==> src/rtl/yutorina_gpr_scoreboard.sv <==
// yutorina_gpr_scoreboard
//   This block tracks pending GPR writes, stalls issue on RAW/WAW hazards, and
//   merges two writeback sources onto the single register-file write port.
//
// Ports:
//   clk, rst           clock; asynchronous active-low reset
//   issue_*            instruction presented by decode/issue (rd, rs1, rs2 and their used/valid flags)
//   issue_stall        combinational; issue must hold this cycle
//   wb0_* / wb1_*      writeback requests (wb0 = ALU, wb1 = load/mul); ready is the combinational grant
//   gpr_we_            registered register-file write enable, active-low
//   gpr_w_addr/data    registered write address and data
//   busy               registered pending-write bit per GPR (bit 0 is always 0)
//   wb_err             sticky: an accepted beat targeted a non-zero register with no pending write
module yutorina_gpr_scoreboard #(
    parameter int unsigned GPR_NUM = 32,
    parameter int unsigned ADDR_W  = 5,
    parameter int unsigned DATA_W  = 32
) (
    input  logic               clk,
    input  logic               rst,
    input  logic               issue_req,
    input  logic               issue_rd_valid,
    input  logic [ADDR_W-1:0]  issue_rd,
    input  logic               issue_rs1_used,
    input  logic               issue_rs2_used,
    input  logic [ADDR_W-1:0]  issue_rs1,
    input  logic [ADDR_W-1:0]  issue_rs2,
    output logic               issue_stall,
    input  logic               wb0_valid,
    input  logic               wb1_valid,
    input  logic [ADDR_W-1:0]  wb0_addr,
    input  logic [ADDR_W-1:0]  wb1_addr,
    input  logic [DATA_W-1:0]  wb0_data,
    input  logic [DATA_W-1:0]  wb1_data,
    output logic               wb0_ready,
    output logic               wb1_ready,
    output logic               gpr_we_,
    output logic [ADDR_W-1:0]  gpr_w_addr,
    output logic [DATA_W-1:0]  gpr_w_data,
    output logic [GPR_NUM-1:0] busy,
    output logic               wb_err
);

    typedef enum logic {
        SRC_WB0 = 1'b0,
        SRC_WB1 = 1'b1
    } src_t;

    src_t               last_grant;
    logic [GPR_NUM-1:0] clr_vec;
    logic [GPR_NUM-1:0] set_vec;
    logic [GPR_NUM-1:0] live_vec;
    logic [GPR_NUM-1:0] busy_next;
    logic               rs1_hit;
    logic               rs2_hit;
    logic               rd_hit;
    logic               issue_fire;
    logic               grant0;
    logic               grant1;
    logic               wb_fire;
    logic [ADDR_W-1:0]  win_addr;
    logic [DATA_W-1:0]  win_data;
    logic               beat_unexpected;

    // One-hot decode of a register address; addresses beyond GPR_NUM decode to nothing.
    function automatic logic [GPR_NUM-1:0] reg_dec(input logic [ADDR_W-1:0] a);
        logic [GPR_NUM-1:0] v;
        v = '0;
        for (int unsigned r = 0; r < GPR_NUM; r++) begin
            if (a == ADDR_W'(r)) begin
                v[r] = 1'b1;
            end
        end
        return v;
    endfunction

    // Hazard detection: a register being written this cycle is forwarded by
    // the register file, so its busy bit no longer blocks issue.
    always_comb begin
        clr_vec     = (!gpr_we_) ? reg_dec(gpr_w_addr) : '0;
        live_vec    = busy & ~clr_vec;
        rs1_hit     = |(live_vec & reg_dec(issue_rs1));
        rs2_hit     = |(live_vec & reg_dec(issue_rs2));
        rd_hit      = |(live_vec & reg_dec(issue_rd));
        issue_stall = issue_req && ((issue_rs1_used && rs1_hit) ||
                                    (issue_rs2_used && rs2_hit) ||
                                    (issue_rd_valid && rd_hit));
        issue_fire  = issue_req && !issue_stall && issue_rd_valid;
        set_vec     = issue_fire ? reg_dec(issue_rd) : '0;
        // Set is applied after clear so a same-cycle set wins.
        busy_next    = (busy & ~clr_vec) | set_vec;
        busy_next[0] = 1'b0;
    end

    // Round-robin arbitration: on a tie the source not granted last time wins.
    always_comb begin
        grant0    = wb0_valid && (!wb1_valid || (last_grant == SRC_WB1));
        grant1    = wb1_valid && !grant0;
        wb0_ready = grant0;
        wb1_ready = grant1;
        wb_fire   = grant0 || grant1;
        win_addr  = grant0 ? wb0_addr : wb1_addr;
        win_data  = grant0 ? wb0_data : wb1_data;
        beat_unexpected = wb_fire && (win_addr != '0) &&
                          !(|(busy & reg_dec(win_addr)));
    end

    always_ff @(posedge clk or negedge rst) begin
        if (!rst) begin
            busy       <= '0;
            last_grant <= SRC_WB1;
            gpr_we_    <= 1'b1;
            gpr_w_addr <= '0;
            gpr_w_data <= '0;
            wb_err     <= 1'b0;
        end else begin
            busy    <= busy_next;
            gpr_we_ <= !wb_fire;
            if (wb_fire) begin
                gpr_w_addr <= win_addr;
                gpr_w_data <= win_data;
                last_grant <= grant1 ? SRC_WB1 : SRC_WB0;
            end
            if (beat_unexpected) begin
                wb_err <= 1'b1;
            end
        end
    end

endmodule

==> config.mk <==
export PLATFORM = sky130hd
export DESIGN_NAME = yutorina_gpr_scoreboard
export DESIGN_NICKNAME = d
export VERILOG_FILES = /design/src/rtl/yutorina_gpr_scoreboard.sv
export SDC_FILE = /design/constraint.sdc
export NUM_CORES = 1
export LEC_CHECK = 0
export ABC_AREA = 0
export BUFFER_PORTS_ARGS = -buffer_cell sky130_fd_sc_hd__buf_2
export CAP_MARGIN = 40
export CORE_MARGIN = 1.5
export CORE_UTILIZATION = 40
export CTS_CLUSTER_DIAMETER = 80
export DETAILED_ROUTE_END_ITERATION = 8
export GPL_ROUTABILITY_DRIVEN = 0
export PLACE_DENSITY = 0.68
export SLEW_MARGIN = 5
export SYNTH_ARGS = -nofsm -noshare
export SYNTH_HDL_FRONTEND = slang
export SYNTH_SLANG_ARGS = --single-unit
==> constraint.sdc <==
create_clock -name clk -period 3.5 [get_ports clk]
set_clock_uncertainty 0.1 [all_clocks]
set_input_delay 0.35 -clock clk [delete_from_list [all_inputs] [get_ports clk]]
set_output_delay 0.35 -clock clk [all_outputs]
set_load 0.02 [all_outputs]
* After elaboration in Yosys (flattened, before gate mapping)
Index checks and enable logic that the tools add are counted.
** Storage, ports and cells
- Bits in registers :: 71
- Bits of input ports :: 97
- Output and inout bits :: 74
- Word-level logic and storage cells :: 362
** Cells by class
- Eq/ne operators :: 155
- Multiplexer cells :: 165
- Bitwise operators :: 7
- Reduce and logical (&&, ||, !) cells :: 29
** Operators with widths (number)
- 5-bit equality test (second input constant) :: 80
- 5-bit by 4-bit equality test with 1-bit output (second input constant) :: 40
- 1-bit 2-to-1 mux :: 161
- 32-bit bitwise AND :: 5
- 32-bit OR reduction :: 4
- 5-bit by 3-bit equality test with 1-bit output (second input constant) :: 20
- 32-bit 2-to-1 mux :: 3
- 5-bit by 2-bit equality test with 1-bit output (second input constant) :: 10
- 32-bit inverter :: 1
- 32-bit bitwise OR :: 1
- 5-bit by 1-bit equality test with 1-bit output (second input constant) :: 5
- 5-bit logical NOT :: 5
- 1-bit logical AND :: 10
- 1-bit logical NOT :: 5
- 5-bit 2-to-1 mux :: 1
- 5-bit nonzero test :: 1
- 1-bit logical OR :: 4

* Depth between registers and ports, before layout
- Depth in word-level cells :: 16
- Depth in mapped cells :: 11
- Gate-level depth less buffers :: 9

* Least setup slack after synthesis
Ideal clock, no wire load.
- Path kind :: reg2out
- Start :: reg gpr_w_addr[4]
- End :: out issue_stall
- Arrival time :: 2.768 ns
- Required time :: 3.050 ns
- Setup slack :: 0.282 ns
- Stages on the path, launching flop included :: 11
- Buffers on the path :: 2
- Cell sequence :: dfrtp_1 > or4b_1 > buf_2 > o21ai_4 > nor3_1 > or4_1 > nor4_1 > nand4b_1 > buf_2 > a21oi_1 > nor2b_1
** On the way
- Longest elaborated chain between the ends :: 11
- Elaborated cells on any way between the ends :: 79
- Classes of those cells :: 31 x eq/ne; 33 x mux; 5 x bitwise; 10 x reduce/logical
** RTL lines
- from (decl) :: line 38 : output logic [ADDR_W-1:0] gpr_w_addr,
- from (signal assigned) :: line 120 : gpr_w_addr <= win_addr;
- 5-bit by 1-bit equality test with 1-bit output, or another cell as far along :: line 70 : if (a == ADDR_W'(r)) begin
- 1-bit 2-to-1 mux :: line 70
- 32-bit 2-to-1 mux * :: line 80 : clr_vec = (!gpr_we_) ? reg_dec(gpr_w_addr) : '0;
- 32-bit inverter * :: line 81 : live_vec = busy & ~clr_vec;
- 32-bit bitwise AND * :: line 81
- 32-bit bitwise AND, on equally long branches :: line 82, 83
- 32-bit OR reduction, on equally long branches :: line 82, 83
- 1-bit logical AND, on equally long branches :: line 85, 86
- 1-bit logical OR :: line 85 : issue_stall = issue_req && ((issue_rs1_used && rs1_hit) ||
- 1-bit logical OR * :: line 86 : (issue_rs2_used && rs2_hit) ||
- 1-bit logical AND * :: line 85
- to (decl) :: line 28 : output logic issue_stall,
Every way passes the cells marked *; elsewhere a longest branch is shown, timed or not.

* Worst setup path after layout
- Start :: reg gpr_w_addr[2]
- End :: out issue_stall
The elaborated chain is that of the path after synthesis.

==> reports/results.ini <==
[run]
cap_violations = 0

[synthesis]
syn_inst = 586
ys_seq_area_share_pct = 35.1
synthArstFlopShare_pct = 100
yosysMostFrequentCell = dfrtp_1
yosysWarnings = 0
synth_top_cell_by_area = dfrtp_1
synthTopCellsByArea = dfrtp_1, mux2i_1, o21ai_0
ys.flop_type = dfrtp_1
synth_nets = 683
synth-edff-count = 0
ys_ff_latch = 71
syn_area_per_cell_um2 = 8.65
synthTopCellsByCount = dfrtp_1, nand2_1, o21ai_0
yosysTopAreaCellShare_pct = 34.1
syn_area_mm2 = 0.00507
ys_types = 70

[sta]
drv_slew = 0
holdWs_ns = 0.111
grt_setup_unrepaired = true
finalCriticalPeriod_ns = 3.49
fin_crit_sh_pct = 99.8
tightest_slew_ns = 0.812
slew_headroom_pct = 45.1
hold_viol = 0
fin_ws_ns = 0.00851
setup_viol = 0
max_freq_ghz = 0.286

[power]
ir_worst_vdd_v = 0.000220
leakagePower_nw = 3.03
powerDensity_mw_per_mm2 = 535

[worst_hold_path]
hp-class = input pin to flip-flop

[placed_design]
pre_cts_slack_ns = 0.0684
io_buffers = 169
dp_hpwl_um = 15000
placed_area_mm2 = 0.00613

[clock_network]
clk-insertion-delay-late_ns = 0.34
clk_path_buf_depth = 2
clk_transition_reported_paths_ns = 0.06
cts_sinks = 71
cts_root_buf = clkbuf_16
cts_buffers = 9
cts.htree.levels = 3
cts_tree = done

[drt]
avgRoutedWirePerCell_um = 22.1
drtPass1Iterations = 6
drt_iter0_drc = 837
via_per_inst = 6.48
totalWireLength_um = 20600
ant_nets = 0
vias = 6031
route.detailed.drc = 0

[finish]
fillers = 1148
insertedDiodeCount = 0
finalInstanceArea_mm2 = 0.00666
final-seq-area_mm2 = 0.00178
fin_util_pct = 54.7
nets = 855
multi_input_area_mm2 = 0.00320
layout-drive-gt1-share_pct = 34.5
syn_to_final_growth_pct = 31.4

[setup_path]
critPathKind = flip-flop to output pin
worst_setup_path_end_kind = output pin
crit_fanout = 11
setup.worst_path.start_class = flip-flop
required_ns = 3.05
critPathArrivalTime_ns = 3.04

[floorplanning]
fp-row-count = 40
pin_count = 171
die_area_mm2 = 0.0134
coreArea_mm2 = 0.0122
die_w_um = 116
die_y_um = 116
initial_core_util_pct = 41.7

[grt]
antenna_found_initial = 0
grt_pass1_wl_um = 30600
grt_use_total_pct = 30.2
grt_max_degree = 66
overflow = 0
grt_pass1_vias = 5531

[run_status]
outcome = complete, no violations

==> final cells by class <==
class / count / share of cell area, %
Tap cell: 168 / 3.16
Sequential cell: 71 / 26.8
Timing Repair Buffer: 209 / 17.2
Clock buffer: 10 / 3.44
Multi-Input combinational cell: 455 / 48.0
Clock inverter: 6 / 0.677
Inverter: 12 / 0.677
==> power by group <==
part,internal (mW),switching [mW]
Sequential,0.992,0.303
Clock,0.482,0.368
Combinational,0.529,0.885
Total,2.00,1.56
==> sequential cells by signal, summed over array words and instances (netlist names) <==
signal	flops
gpr_we_	1
last_grant	1
wb_err	1
gpr_w_addr	5
gpr_w_data	32
busy	31
==> placed cells by master (no fill, tap or decap), drive strengths merged, types with 13 or more instances in the layout <==
cell type	count
nand2	66
o21ai	61
nor3	16
o211ai	21
buf	206
o2111ai	17
mux2i	43
nor2	25
a31o	13
dfrtp	69
inv	13
nand3	17
a21oi	14
==> final timing paths <==
kind,start,endpoint,slack [ns],cells past startpoint
min reg2reg,wb_err$_DFFE_PN0P_,wb_err$_DFFE_PN0P_,0.39,1
min in group asynchronous,rst,gpr_w_data[2]$_DFFE_PN0N_,0.45,2
min,wb0_data[8],gpr_w_data[8]$_DFFE_PN0N_,0.11,3
max reg2reg,gpr_w_addr[2]$_DFFE_PN0N_,busy[27]$_DFF_PN0_,0.15,10
max in group asynchronous,rst,last_grant$_DFFE_PN1N_,2.04,3
max,gpr_w_addr[2]$_DFFE_PN0N_,issue_stall,0.009,9
==> cells by family after synthesis <==
family	synth area share, %
other	0.0740
AO/OA/AOI/OAI	28.3
buffers and inverters	4.84
XOR/XNOR	0.173
AND/OR/NAND/NOR	23.0
multiplexers	8.49
flip-flops	35.1
==> per-stage QoR <==
step | instances | power, mW | setup TNS (ns)
global placement | 901 | 2.54 | 0
floorplan | 586 | 1.89 | 0
global route | 931 | 3.68 | -0.0488
detailed placement | 901 | 2.56 | 0
finish | 931 | 3.56 | 0
CTS | 920 | 3.44 | 0
==> repair_timing <==
item                                    4_1_cts  5_1_grt
resized for setup                            17       25
setup buffers                                 1       11
hold endpoints to repair                     18        0
hold buffers                                  1        0
pin swaps                                     3       10
cloned                                        1        0
endpoints found under the setup margin        1        9
==> per-layer routing <==
| metal | global-route usage, % | up-vias | part of all wire, % |
|---|---|---|---|
| met5 | 0 | - | 0 |
| met4 | 15.6 | 0 | 5.6 |
| met3 | 8.37 | 136 | 11 |
| met2 | 45.9 | 458 | 45 |
| met1 | 39.6 | 2839 | 38 |
| li1 | - | 2598 | - |
==> worst max-delay path, stage by stage (launching register included) <==
cell and delay [ns]:
dfrtp_2 0.48, or4_4 0.59, o2111ai_1 0.27, nand4_1 0.15
a2111oi_2 0.39, nand3_1 0.19, a22o_2 0.28, a21oi_2 0.14
nor2b_1 0.06, buf_2 0.15
Note: power is estimated with default switching activity, not from simulation.
